<file path="src/rtl/alu_cmd_issuer.sv">
// Command issuer for the 4-bit tt_um ALU: queues (opcode, a, b) commands, drives the ALU
// pins one command at a time, captures result/flags and returns them on a response stream.
module alu_cmd_issuer #(
  parameter int         FIFO_DEPTH  = 4,
  parameter logic [7:0] ENC_KEY     = 8'hAB,
  parameter int         ALU_LATENCY = 1,
  parameter logic [3:0] IDLE_OPCODE = 4'hF
) (
  input  logic       clk,
  input  logic       rst_n,
  input  logic       cmd_valid,
  output logic       cmd_ready,
  input  logic [3:0] cmd_opcode,
  input  logic [3:0] cmd_a,
  input  logic [3:0] cmd_b,
  output logic [7:0] alu_ui_in,
  output logic [7:0] alu_uio_in,
  input  logic [7:0] alu_uo_out,
  input  logic [7:0] alu_uio_out,
  output logic       rsp_valid,
  input  logic       rsp_ready,
  output logic [3:0] rsp_opcode,
  output logic [7:0] rsp_result,
  output logic       rsp_carry,
  output logic       rsp_overflow,
  output logic [7:0] rsp_plain,
  output logic       rsp_enc_err,
  output logic [7:0] err_count,
  output logic       busy,
  output logic [1:0] dbg_state
);

  // Handshakes: a transfer happens on a rising edge where valid && ready. A producer
  // holds valid and its payload stable until that edge; ready never depends on valid.

  localparam int AW = $clog2(FIFO_DEPTH);
  localparam int CW = $clog2(ALU_LATENCY + 1) + 1;
  localparam logic [CW-1:0] LAST_CNT = CW'(ALU_LATENCY);
  localparam logic [3:0] OP_ADD = 4'h0;
  localparam logic [3:0] OP_SUB = 4'h1;
  localparam logic [3:0] OP_ENC = 4'h8;

  typedef enum logic [1:0] {S_IDLE, S_ISSUE, S_RESP} state_t;
  state_t state, state_nxt;

  logic [11:0]   fifo_mem [FIFO_DEPTH];
  logic [AW:0]   wr_ptr, rd_ptr;
  logic          empty, full, push, pop, capture;
  logic [11:0]   head;
  logic [CW-1:0] wait_cnt;
  logic [3:0]    op_q, a_q, b_q;
  logic          is_enc, is_arith, enc_err_c;
  logic [7:0]    plain_c;
  logic          unused_flags;

  assign empty     = (wr_ptr == rd_ptr);
  assign full      = (wr_ptr[AW] != rd_ptr[AW]) && (wr_ptr[AW-1:0] == rd_ptr[AW-1:0]);
  assign cmd_ready = !full;
  assign push      = cmd_valid && cmd_ready;
  assign head      = fifo_mem[rd_ptr[AW-1:0]];

  always_ff @(posedge clk) begin
    if (push) fifo_mem[wr_ptr[AW-1:0]] <= {cmd_opcode, cmd_a, cmd_b};
  end

  always_ff @(posedge clk or negedge rst_n) begin
    if (!rst_n) begin
      wr_ptr <= '0;
      rd_ptr <= '0;
    end else begin
      if (push) wr_ptr <= wr_ptr + (AW+1)'(1);
      if (pop)  rd_ptr <= rd_ptr + (AW+1)'(1);
    end
  end

  always_comb begin
    state_nxt = state;
    pop       = 1'b0;
    capture   = 1'b0;
    case (state)
      S_IDLE: begin
        if (!empty) begin
          pop       = 1'b1;
          state_nxt = S_ISSUE;
        end
      end
      S_ISSUE: begin
        if (wait_cnt == LAST_CNT) begin
          capture   = 1'b1;
          state_nxt = S_RESP;
        end
      end
      S_RESP: begin
        if (rsp_ready) begin
          if (!empty) begin
            pop       = 1'b1;
            state_nxt = S_ISSUE;
          end else begin
            state_nxt = S_IDLE;
          end
        end
      end
      default: state_nxt = S_IDLE;
    endcase
  end

  // Flags are only meaningful for ADD/SUB; ENC results are decrypted and checked here.
  assign is_enc    = (op_q == OP_ENC);
  assign is_arith  = (op_q == OP_ADD) || (op_q == OP_SUB);
  assign plain_c   = is_enc ? (alu_uo_out ^ ENC_KEY) : 8'h00;
  assign enc_err_c = is_enc && (plain_c != {a_q, b_q});

  always_ff @(posedge clk or negedge rst_n) begin
    if (!rst_n) begin
      state        <= S_IDLE;
      wait_cnt     <= '0;
      op_q         <= '0;
      a_q          <= '0;
      b_q          <= '0;
      alu_ui_in    <= '0;
      alu_uio_in   <= {4'b0, IDLE_OPCODE};
      rsp_opcode   <= '0;
      rsp_result   <= '0;
      rsp_carry    <= 1'b0;
      rsp_overflow <= 1'b0;
      rsp_plain    <= '0;
      rsp_enc_err  <= 1'b0;
      err_count    <= '0;
    end else begin
      state <= state_nxt;
      if (pop) begin
        {op_q, a_q, b_q} <= head;
        alu_ui_in        <= head[7:0];
        alu_uio_in       <= {4'b0, head[11:8]};
        wait_cnt         <= '0;
      end else if (capture) begin
        rsp_opcode   <= op_q;
        rsp_result   <= alu_uo_out;
        rsp_carry    <= is_arith && alu_uio_out[6];
        rsp_overflow <= is_arith && alu_uio_out[7];
        rsp_plain    <= plain_c;
        rsp_enc_err  <= enc_err_c;
        alu_ui_in    <= '0;
        alu_uio_in   <= {4'b0, IDLE_OPCODE};
        if (enc_err_c && (err_count != 8'hFF)) err_count <= err_count + 8'd1;
      end else if (state == S_ISSUE) begin
        wait_cnt <= wait_cnt + CW'(1);
      end
    end
  end

  assign rsp_valid    = (state == S_RESP);
  assign busy         = !empty || (state != S_IDLE);
  assign dbg_state    = state;
  assign unused_flags = ^alu_uio_out[5:0];

endmodule

</file>
<file path="config.mk">
export PLATFORM = sky130hd
export DESIGN_NAME = alu_cmd_issuer
export DESIGN_NICKNAME = d
export VERILOG_FILES = /design/src/rtl/alu_cmd_issuer.sv
export SDC_FILE = /design/constraint.sdc
export NUM_CORES = 1
export LEC_CHECK = 0
export ABC_CLOCK_PERIOD_IN_PS = 2840
export BUFFER_PORTS_ARGS = -buffer_cell sky130_fd_sc_hd__buf_2
export CAP_MARGIN = 15
export CORE_UTILIZATION = 55
export DETAILED_ROUTE_END_ITERATION = 10
export GPL_TIMING_DRIVEN = 0
export HOLD_SLACK_MARGIN = 0.08
export PLACE_DENSITY = 0.76
export SETUP_SLACK_MARGIN = 0.15
export SLEW_MARGIN = 15
export SYNTH_ARGS = -nofsm -noshare
export SYNTH_HDL_FRONTEND = slang
export SYNTH_SLANG_ARGS = --single-unit
</file>
<file path="constraint.sdc">
create_clock -name clk -period 2.84 [get_ports clk]
set_input_delay 0.568 -clock clk [delete_from_list [all_inputs] [get_ports clk]]
set_output_delay 0.568 -clock clk [all_outputs]
set_load 0.05 [all_outputs]
</file>
Word level (Yosys, flattened, before mapping)
Memories as Yosys holds them, arrays and structs flattened.
Cells that the tools add are included.
- flip-flop bits (word level): 69
- RAM bits: 48
- bits of input ports: 32
- output and inout port bits: 52
- memories kept: 1
- memory list (memory ; words ; bits a word ; read ports ; clocked after memory_dff ; wr ports ; line ; RTL):
    fifo_mem ; 4 ; 12 ; 1 ; 0 ; 1 ; 46 ; logic [11:0] fifo_mem [FIFO_DEPTH];
- add/subtract/negate cells: 4
- equal/unequal tests: 14
- muxes and demuxes: 20
- bitwise logic cells: 2
- reductions and logical operators: 19
- operators with widths (cell ; number):
    $mux 8 ; 5
    $mux 2 ; 6
    $add 8x1->8 const B ; 1
    $ne 8x8->1 ; 1
    $ne 8x8->1 const B ; 1
    $mux 1 ; 7
    $add 3x1->3 const B ; 2
    $logic_and 1x1->1 ; 6
    $ne 2x2->1 const B ; 3
    $pmux 2 s3 ; 1
    $reduce_and 3->1 ; 2
    $reduce_bool 2->1 ; 3
    $not 5->5 ; 1
    $eq 2x1->1 const B ; 2
    $eq 4x1->1 const B ; 1
    $eq 4x4->1 const B ; 1
    $logic_not 4->1 ; 1
    $reduce_and 2->1 ; 2
    $eq 3x3->1 ; 1
    $add 2x1->2 const B ; 1
    $eq 2x2->1 ; 1
    $eq 2x2->1 const B ; 1
    $logic_not 1->1 ; 2
    $logic_not 2->1 ; 1
    other kinds (5) ; 6

Depth between registers and ports, before layout
Gate-level depths: netlist of the first run.
- depth after elaboration: 6
- mapped depth: 8
- mapped depth without buffers: 6

Worst setup path before layout of the first run
Ideal clock, no wire load.
- path type: register to output
- from: register rd_ptr[0]
- to: output busy
- arrival time: 1603 ps
- data required time: 2272 ps
- path slack: 669 ps
- cell stages (with the launch flop): 7
- path buffers: 2
- cells stage by stage: dfrtp_1 clkbuf_1 xor2_1 nor2_1 nand2_1 clkbuf_1 or3_1
- longest elaborated chain between the ends: 3
- ends and longest elaborated chain (what ; line ; RTL):
    from (decl) ; 47 ; logic [AW:0] wr_ptr, rd_ptr;
    from (signal assigned) ; 72 ; if (pop) rd_ptr <= rd_ptr + (AW+1)'(1);
    $eq 3x3->1 ; 56 ; assign empty = (wr_ptr == rd_ptr);
    $logic_not 1->1 ; 153 ; assign busy = !empty || (state != S_IDLE);
    $logic_or 1x1->1 ; 153 ;
    to (decl) ; 29 ; output logic busy,
No other way between the ends.

Worst setup path after layout of the first run
Same ends and word-level chain as after synthesis.

==> results of run 1 <==
## synth_stat cells, types with 2 or more instances
library cell  instances
nor3b_1               2
o21ai_0               4
a21o_1               16
and2_1                2
or3_1                 4
nand3_1              11
inv_1                 5
and3_1               19
a31oi_1               2
nor2_1                2
nand2_1              24
buf_4                 4
a22o_1                6
mux2_2               12
nand3b_1              2
o31ai_1               5
nand3_2               2
ha_1                  7
mux2_4                2
xnor2_1              12
nand4b_1              2
dfrtp_1              61
mux4_2               12
clkbuf_1             11
a21oi_1               4
nand4_1               6
dfstp_2               4
xor2_1                5
buf_2                 2
edfxtp_1             48
nor4b_4               2
## through the flow
step | instance area, um^2 | setup slack (ns) | util, %
after detailed placement | 5240 | 0.427 | 63.5
after global routing | 5910 | 0.157 | 71.6
after CTS | 5880 | 0.174 | 71.2
final | 5910 | 0.265 | 71.6
after floorplan | 4740 | 0.669 | -
after global placement | 5240 | 0.463 | 63.4
## path summary, 6_finish.rpt
kind	from	endpoint	slack [ns]	cells after the start
max in group asynchronous	rst_n	b_q[3]	2.17	1
min in group clk	cmd_opcode[0]	fifo_mem[3][8]	0.27	1
worst max register to register	op_q[1]	err_count[1]	0.57	7
worst min register to register	alu_ui_in[0]	alu_ui_in[0]	0.47	1
worst max-delay path	rd_ptr[0]	busy	0.26	7
worst min-delay path	rst_n	rsp_carry	0.14	1
## critical path, stage by stage, from the launching register on
cell	delay (ns)
dfrtp_1	0.39
buf_6	0.13
xor2_1	0.15
nor2_1	0.13
nand2_2	0.08
buf_8	0.13
or3_1	0.32
buf_6	0.16
## metal layers
layer | vias up | part of all wire [%] | track usage, %
met5 | - | 0 | 0
met2 | 89 | 51 | 38.3
met4 | 0 | 1.0 | 6.57
met1 | 1515 | 43 | 26.4
met3 | 12 | 5.1 | 7.33
li1 | 1380 | - | -
## kinds of logic (layout without fill, tap and decap cells)
family / Yosys count / in the layout / synth area share (%)
adder cells (fa/ha/maj): 7 / 7 / 1.85
AND/OR/NAND/NOR: 86 / 86 / 11.4
XOR/XNOR: 17 / 17 / 3.15
AO/OA/AOI/OAI: 42 / 42 / 6.98
flip-flops: 113 / 113 / 65.0
other: 1 / 4 / 0.0793
buffers and inverters: 23 / 132 / 2.35
multiplexers: 26 / 26 / 9.21
## state kept, by name, indices dropped and copies added, names as in the netlist, 8 cells and up
name,flops
rsp_result,8
fifo_mem,48
alu_ui_in,8
err_count,8
rsp_plain,8
## layout make-up
cell class / count / area (um^2) / area share (%)
multi-input cells: 182 / 1560 / 26.4
plain buffers: 18 / 111 / 1.88
well taps: 105 / 131 / 2.22
flip-flops and latches: 113 / 3070 / 52.0
clock inverters: 13 / 191 / 3.24
clock buffers: 19 / 422 / 7.13
inverters: 5 / 18.8 / 0.318
repair buffers: 77 / 404 / 6.84
## power by group through the flow
stage	Combinational (mW)	Clock, mW	Sequential, mW
after floorplan	1.60	0	3.51
after detailed placement	3.19	0	2.71
after global routing	3.55	2.30	2.75
after global placement	3.11	0	2.68
final	3.31	2.19	2.69
after CTS	3.29	2.22	2.69
## repair_timing
item / in CTS / in global routing
pin swaps: 0 / 1
resized for setup: 8 / 3
buffers inserted: 1 / 3
endpoints found under the hold margin: 0 / 0
setup endpoints to repair: 1 / 1
## layout by cell type (no fill, tap or decap), types with 3 or more instances in the layout
cell,n
xor2_1,5
o21ai_0,4
clkbuf_1,11
bufinv_16,5
ha_1,7
buf_6,3
nand4_1,6
inv_1,5
buf_2,73
nand3_1,11
edfxtp_1,48
and3_1,19
conb_1,4
xnor2_1,12
nand2_1,23
a22o_1,6
clkinv_2,6
clkbuf_16,16
a21oi_1,4
a21o_1,16
buf_4,9
dfstp_2,4
mux2_2,12
dfrtp_1,61
o31ai_1,5
mux4_2,12
or3_1,4
==> flow_summary.ini, run 1 <==
[outcome]
status = finished clean

[timing]
setup_violations = 0
slew_violations = 0
hold_slack_ns = 0.137
fin_crit_ns = 2.58
rsz0062_at_grt = no
setup_tns_ns = 0
period_share_pct = 90.7
worst_clock_skew_ns = 0.00862
slew_headroom_pct = 46.7
worst_slew_pin_slew_ns = 0.800
fmax_ghz = 0.388
hold_violations = 0

[drt]
dr_total_vias = 2996
first_pass_iters = 4
drtAntennaViolNets = 0
finalWirelength_um = 9210
wl_per_cell_um = 17.3
dr.first_iter.drc_count = 189
drc_errors = 0
viasPerCell = 5.63

[clocking]
cts_hold_buffers = 0
clk_latency_ns = 0.51
cts_sinks = 113
cts_max_path_buffers = 2
cts_made_buffers = 17
cts_max_level = 4
path_clk_slew_ns = 0.05
tritoncts = done
cts-root-buf = clkbuf_8

[floorplanning]
dieArea_um2 = 8970
io_pins = 84
num_rows = 33
start_util_pct = 57.3
die_h_um = 94.7
core_um2 = 8260
die_w_um = 94.7

[power_and_ir_drop]
switching_share_pct = 39.1
p_clk_share_pct = 26.8
p_sw_mw = 3.20
leakage_nw = 2.70
power.total_mw = 8.19
irDropWorstVdd_mv = 0.716
p_per_area_nw_per_um2 = 1390
cell_internal_pwr_mw = 4.99
p_comb_share_pct = 40.4
p_seq_share_pct = 32.8

[logic_synthesis]
synth.distinct_cells = 46
syn_area_per_cell_um2 = 15.0
synthFlopType = dfrtp_1
async_reset_ff_share_pct = 57.5
synth-edff-count = 48
synth_top_area_share_pct = 32.3
ys_ff_latch = 113
netlist_instances = 315
synth_seq_area_share_pct = 65.0
netlist_area_um2 = 4730
synth_area_leaders = dfrtp_1 32%, edfxtp_1 30%, mux4_2 5.7%, mux2_2 2.9%, a21o_1 2.5%
yosys_warnings = 0
synth_top_area_cell = dfrtp_1

[min_path]
min_path_type = input pin to async pin

[setup_path]
arrival_ns = 2.01
critPathKind = flip-flop to output pin
cp_max_fo = 2
crit_required_ns = 2.27
cp-start-kind = flip-flop
cp-end-kind = output pin

[cells_and_area]
antennaDiodeCount = 0
final.fill_count = 569
fin_cells = 532
drive_above_1_share_pct = 36.8
fin_nets = 453
area_delta_synth_final_pct = 25.0

[placement]
dp_cells = 496
place.gp.congestion = 0.707
dpl.hpwl_um = 5990
portBuffers = 73

[global_routing]
gr-total-overflow = 0
grt_antenna_before_repair = 0
grt.total_usage_pct = 22.2
grt_pass1_wl_um = 14400
grt_pass1_vias = 2918
grt_max_degree = 66

[flow_run]
drv_cap = 0
(Power assumes the default switching activity.)
==> run 2: changes to the inputs <==
--- a/config.mk
+++ b/config.mk
@@ -5,14 +5,16 @@
 export SDC_FILE = /design/constraint.sdc
 export NUM_CORES = 1
 export LEC_CHECK = 0
-export ABC_CLOCK_PERIOD_IN_PS = 2840
+export ABC_CLOCK_PERIOD_IN_PS = 3150
 export BUFFER_PORTS_ARGS = -buffer_cell sky130_fd_sc_hd__buf_2
 export CAP_MARGIN = 15
-export CORE_UTILIZATION = 55
+export CELL_PAD_IN_SITES_DETAIL_PLACEMENT = 0
+export CELL_PAD_IN_SITES_GLOBAL_PLACEMENT = 2
+export CORE_UTILIZATION = 42
 export DETAILED_ROUTE_END_ITERATION = 10
 export GPL_TIMING_DRIVEN = 0
 export HOLD_SLACK_MARGIN = 0.08
-export PLACE_DENSITY = 0.76
+export PLACE_DENSITY = 0.81
 export SETUP_SLACK_MARGIN = 0.15
 export SLEW_MARGIN = 15
 export SYNTH_ARGS = -nofsm -noshare
==> constraint.sdc (replaced) <==
create_clock -name clk -period 3.15 [get_ports clk]
set_input_delay 0.63 -clock clk [delete_from_list [all_inputs] [get_ports clk]]
set_output_delay 0.63 -clock clk [all_outputs]
set_load 0.05 [all_outputs]
==> run 2 against run 1 <==
Compared with the run above: non-clock buffer count is 2 lower; critical endpoint unchanged; first-iteration DRC count is 51% lower; critical path type unchanged; final cell count is 6.2% higher; core utilization is 17 points lower; clock power is 15% lower; clock-buffer cell count is 1 lower; setup slack better by 0.094 ns; final area hardly changed; die area is 30% higher; routed wire length is 0.33% lower; hold slack better by 0.18 ns.
==> flow_summary.ini, run 2 (synthesized netlist as in run 1, its figures left out) <==
[power_and_ir_drop]
p_comb_share_pct = 40.2
p_clk_share_pct = 26.0
cell_internal_pwr_mw = 4.28
p_sw_mw = 2.87
p_per_area_nw_per_um2 = 1210
p_seq_share_pct = 33.8
switching_share_pct = 40.1
leakage_nw = 2.66
irDropWorstVdd_mv = 0.553

[timing]
worst_clock_skew_ns = 0.00518
rsz0062_at_grt = no
worst_slew_pin_slew_ns = 0.675
setup_tns_ns = 0
fmax_ghz = 0.358
setup_slack_ns = 0.359
slew_violations = 0
period_share_pct = 88.6
setup_violations = 0
slew_headroom_pct = 55.0
hold_violations = 0
fin_crit_ns = 2.79

[drt]
drtAntennaViolNets = 0
routed.top_layer = met4
dr.first_iter.drc_count = 92
viasPerCell = 5.12
wl_met3_um = 498
wl_met2_um = 4340
first_pass_iters = 4
wirelength_met1_um = 4180
drc_errors = 0
dr_total_vias = 2891
wl_per_cell_um = 16.3
finalWirelength_um = 9180

[global_routing]
grt.total_usage_pct = 17.6
grt_max_degree = 38
grt_pass1_wl_um = 15000
gr-total-overflow = 0
grt_pass1_vias = 2919
grt_antenna_before_repair = 0

[cells_and_area]
mostFrequentLayoutCells = 73 x buf_2, 61 x dfrtp_1, 48 x edfxtp_1
area_delta_synth_final_pct = 24.9
postLayoutCoreUtil_pct = 54.3
final_common_cell = buf_2
final.fill_count = 928
antennaDiodeCount = 0
drive_above_1_share_pct = 36.5
largest_reg_flops = 48
fin_nets = 451

[clocking]
tritoncts = done
cts_max_path_buffers = 2
cts_sinks = 113
cts_max_level = 4
clk_latency_ns = 0.52
path_clk_slew_ns = 0.06
cts-root-buf = clkbuf_8
cts_made_buffers = 17

[floorplanning]
io_pins = 84
num_rows = 38
die_w_um = 108
core_um2 = 10900
start_util_pct = 43.4
dieArea_um2 = 11700
die_h_um = 108

[min_path]
min_path_type = input pin to flip-flop

[placement]
place.gp.congestion = 0.757
pre_cts_ws_ns = 0.656
portBuffers = 73
dpl.hpwl_um = 6430

[flow_run]
drv_cap = 0

[setup_path]
arrival_ns = 2.16
cp-start-kind = flip-flop
cp_max_fo = 10
cp_cell_sequence = clkbuf_2, xor2_1, nor2_1, nand2_2, buf_4, or3_1, clkbuf_4
max_stage_delay_ns = 0.38
critPathKind = flip-flop to output pin
cp-end-kind = output pin
worst_path_max_delay_cell = dfrtp_1
crit_required_ns = 2.52

[outcome]
status = finished clean
run 2: layout make-up:
type                            count  area [um^2]  area share (%)
Clock buffer                       18          418            7.07
Sequential cell                   113         3070            52.0
Multi-Input combinational cell    182         1560            26.4
Inverter                            5         18.8           0.318
Timing Repair Buffer               75          400            6.78
Tap cell                          140          175            2.97
Clock inverter                     14          165            2.80
Buffer                             18         97.6            1.65
run 2: through the flow:
step	hold slack (ns)	area, um^2	total power [mW]	std cells
global placement	0.456	5280	5.28	531
global route	0.297	5910	7.57	565
CTS	0.297	5900	7.23	565
floorplan	0.334	4740	4.61	318
detailed placement	0.462	5300	5.34	532
finish	0.320	5910	7.15	565
run 2: path summary, 6_finish.rpt:
kind / slack (ns) / to / start / cells after the start
hold / removal: 0.32 / fifo_mem[2][6] / cmd_a[2] / 1
setup / recovery: 0.36 / busy / rd_ptr[0] / 7
min in group asynchronous: 0.58 / rsp_result[1] / rst_n / 2
hold reg to reg: 0.47 / rsp_plain[3] / rsp_plain[3] / 2
setup reg to reg: 0.90 / err_count[1] / op_q[1] / 7
max in group asynchronous: 2.04 / wait_cnt[1] / rst_n / 3
run 2: worst max-delay path: cells and delay by family (launching register included):
family,cells,cell delay (ns)
xor+xnor,1,0.17
flops,1,0.38
buf+inv,3,0.59
simple gates,3,0.51
run 2: routing by layer:
| metal | global-route usage (%) | vias to the layer above |
|---|---|---|
| met5 | 0 | - |
| met1 | 22.0 | 1423 |
| met4 | 7.63 | 0 |
| met3 | 6.45 | 18 |
| met2 | 27.5 | 75 |
| li1 | - | 1375 |
run 2: repair_timing:
| item | in CTS | in global routing |
|---|---|---|
| endpoints found under the setup margin | 1 | 1 |
| hold endpoints to repair | 24 | 0 |
| gates cloned | 0 | 0 |
| gates resized for setup | 1 | 7 |
| hold buffers | 1 | 0 |
| pin swaps | 0 | 0 |
| setup buffers | 0 | 0 |
run 2: power groups by stage:
| stage | clock network [mW] | logic (mW) | registers (mW) |
|---|---|---|---|
| after global placement | 0 | 2.85 | 2.43 |
| final | 1.86 | 2.87 | 2.42 |
| after CTS | 1.90 | 2.90 | 2.43 |
| after floorplan | 0 | 1.45 | 3.16 |
| after detailed placement | 0 | 2.89 | 2.45 |
| after global routing | 1.96 | 3.13 | 2.48 |
==> run 3: changes to the inputs <==
--- a/config.mk
+++ b/config.mk
@@ -5,12 +5,13 @@
 export SDC_FILE = /design/constraint.sdc
 export NUM_CORES = 1
 export LEC_CHECK = 0
+export ABC_AREA = 1
 export ABC_CLOCK_PERIOD_IN_PS = 3150
 export BUFFER_PORTS_ARGS = -buffer_cell sky130_fd_sc_hd__buf_2
 export CAP_MARGIN = 15
 export CELL_PAD_IN_SITES_DETAIL_PLACEMENT = 0
 export CELL_PAD_IN_SITES_GLOBAL_PLACEMENT = 2
-export CORE_UTILIZATION = 42
+export CORE_UTILIZATION = 38
 export DETAILED_ROUTE_END_ITERATION = 10
 export GPL_TIMING_DRIVEN = 0
 export HOLD_SLACK_MARGIN = 0.08
==> run 3 against run 2 <==
Compared with the run above: final cell count is 31% higher; clock skew is 0.0032 ns higher; global-route usage is 0.66 points higher; critical endpoint unchanged; largest power group unchanged.
==> flow_summary.ini, run 3 <==
[drt]
viasPerCell = 4.63
wl_per_cell_um = 14.7
drtAntennaViolNets = 0
finalWirelength_um = 10900
drc_errors = 0
dr.first_iter.drc_count = 128
first_pass_iters = 4
dr_total_vias = 3433

[logic_synthesis]
netlist_instances = 463
synth_compound_area_share_pct = 7.73
synth.distinct_cells = 32
yosys_warnings = 0
synth-edff-count = 48
synthXorXnorAreaFrac_pct = 2.56
yosysMostFrequentCell = nand2_1
netlist_area_um2 = 4790
ys_ff_latch = 113
synth_area_leaders = dfrtp_1 32%, edfxtp_1 30%, nand2_1 7.4%, o21ai_0 5.2%, nor2_1 3.4%
synth_top_area_share_pct = 31.9
synth_adder_area_share_pct = 1.83
synth_top_area_cell = dfrtp_1
synthSimpleGateAreaFrac_pct = 17.8
synth_top_family_by_area = simple AND/OR/NAND/NOR gates
synth_seq_area_share_pct = 64.2
async_reset_ff_share_pct = 57.5
syn_area_per_cell_um2 = 10.3
synthFlopType = dfrtp_1
synthMuxAreaShare_pct = 0
synth_common_cells = 94 x nand2_1, 61 x dfrtp_1, 50 x o21ai_0

[timing]
setup_tns_ns = 0
setup_violations = 0
rsz0062_at_grt = no
setup_slack_ns = 0.680
worst_slew_pin_slew_ns = 0.818
period_share_pct = 78.4
slew_violations = 0
fmax_ghz = 0.405
hold_violations = 0
worst_clock_skew_ns = 0.00836
slew_headroom_pct = 45.4
fin_crit_ns = 2.47

[setup_path]
crit_required_ns = 2.52
reg2reg_from = rd_ptr[0]
cp-start-kind = flip-flop
critPathKind = flip-flop to output pin
cp-end-kind = output pin
cp_max_fo = 8
reg2reg_depth = 5
r2r_end = fifo_mem[3][9]
arrival_ns = 1.84
reg2reg_slack_ns = 1.06

[power_and_ir_drop]
leakage_nw = 2.85
power.total_mw = 7.64
p_per_area_nw_per_um2 = 1250
irDropWorstVdd_mv = 0.382

[global_routing]
grt_antenna_before_repair = 0
grt_max_degree = 43
gr-total-overflow = 0
grt_pass1_wl_um = 17700
grt_pass1_vias = 3360
grt.total_usage_pct = 18.3

[clocking]
cts-resized-gates = 0
tritoncts = done
path_clk_slew_ns = 0.05
clk_latency_ns = 0.41
cts-root-buf = clkbuf_16
cts_max_path_buffers = 2
postCtsSetupRepairBufs = 0
cts_made_buffers = 17
cts_max_level = 4
cts_sinks = 113
cts_hold_buffers = 0

[floorplanning]
die_w_um = 114
die_h_um = 114
dieArea_um2 = 13100
io_pins = 84
core_um2 = 12200
num_rows = 40
start_util_pct = 39.4

[placement]
dpl.hpwl_um = 7470
portBuffers = 73
place.gp.congestion = 0.741
pre_cts_ws_ns = 0.755

[min_path]
min_path_type = input pin to async pin

[cells_and_area]
area_delta_synth_final_pct = 27.8
fin_nets = 599
antennaDiodeCount = 0
final_common_cell = nand2_1
mostFrequentLayoutCells = 94 x nand2_1, 76 x buf_2, 61 x dfrtp_1
drive_above_1_share_pct = 23.6
largest_reg_flops = 48

[outcome]
status = finished clean

[flow_run]
drv_cap = 0
-- run 3: cell types whose count changed after synthesis, sizes merged, moves of 8 or more --
cell   delta
mux4     -12
o22ai     +8
nor2     +45
mux2     -14
o21ai    +52
nand4     +9
a21o     -16
nand2    +73
and3     -19
inv      +39
nand3    +14
-- run 3: report_power, final --
part | internal [mW] | switching, mW
logic | 0.777 | 2.23
clock network | 1.62 | 0.648
registers | 2.10 | 0.266
-- run 3: area by class of cell --
cell class	count	area [um^2]
well taps	168	210
inverters	44	165
clock buffers	21	470
multi-input cells	288	1460
flip-flops and latches	113	3070
fillers	1168	6040
repair buffers	75	399
plain buffers	21	114
clock inverters	11	230
-- run 3: through the flow --
step / std cells / utilization [%] / instance area, um^2 / hold slack (ns)
after CTS: 740 / 50.2 / 6100 / 0.118
after detailed placement: 708 / 44.4 / 5400 / 0.464
after floorplan: 466 / - / 4800 / 0.334
final: 741 / 50.3 / 6120 / 0.123
after global routing: 741 / 50.3 / 6120 / 0.132
after global placement: 707 / 44.2 / 5380 / 0.461
-- run 3: worst max-delay path, stage by stage (launching register included) --
cell and delay, ns:
dfrtp_1 0.37, buf_2 0.18, xnor2_1 0.20, nand3_1 0.14
or3_1 0.32, buf_2 0.22
-- run 3: cells by family after synthesis --
family                   count (synthesis)
flip-flops                             113
buffers and inverters                   65
other                                    1
AO/OA/AOI/OAI                           72
AND/OR/NAND/NOR                        191
XOR/XNOR                                14
adder cells (fa/ha/maj)                  7
-- run 3: routing by layer --
layer	up-vias	share of wire, %	track usage [%]
li1	1741	-	-
met1	1599	47	24.1
met2	81	48	29.2
met3	12	3.7	4.50
met4	0	1.2	7.01
met5	-	0	0
-- run 3: worst max path at each step --
stage	endpoint	start	slack [ns]
final	busy	rd_ptr[0]	0.68
after global routing	busy	rd_ptr[0]	0.58
after CTS	busy	rd_ptr[0]	0.65
after detailed placement	fifo_mem[0][5]	rd_ptr[0]	0.76
after global placement	fifo_mem[3][2]	rd_ptr[0]	0.73
after floorplan	fifo_mem[3][0]	rd_ptr[0]	0.79
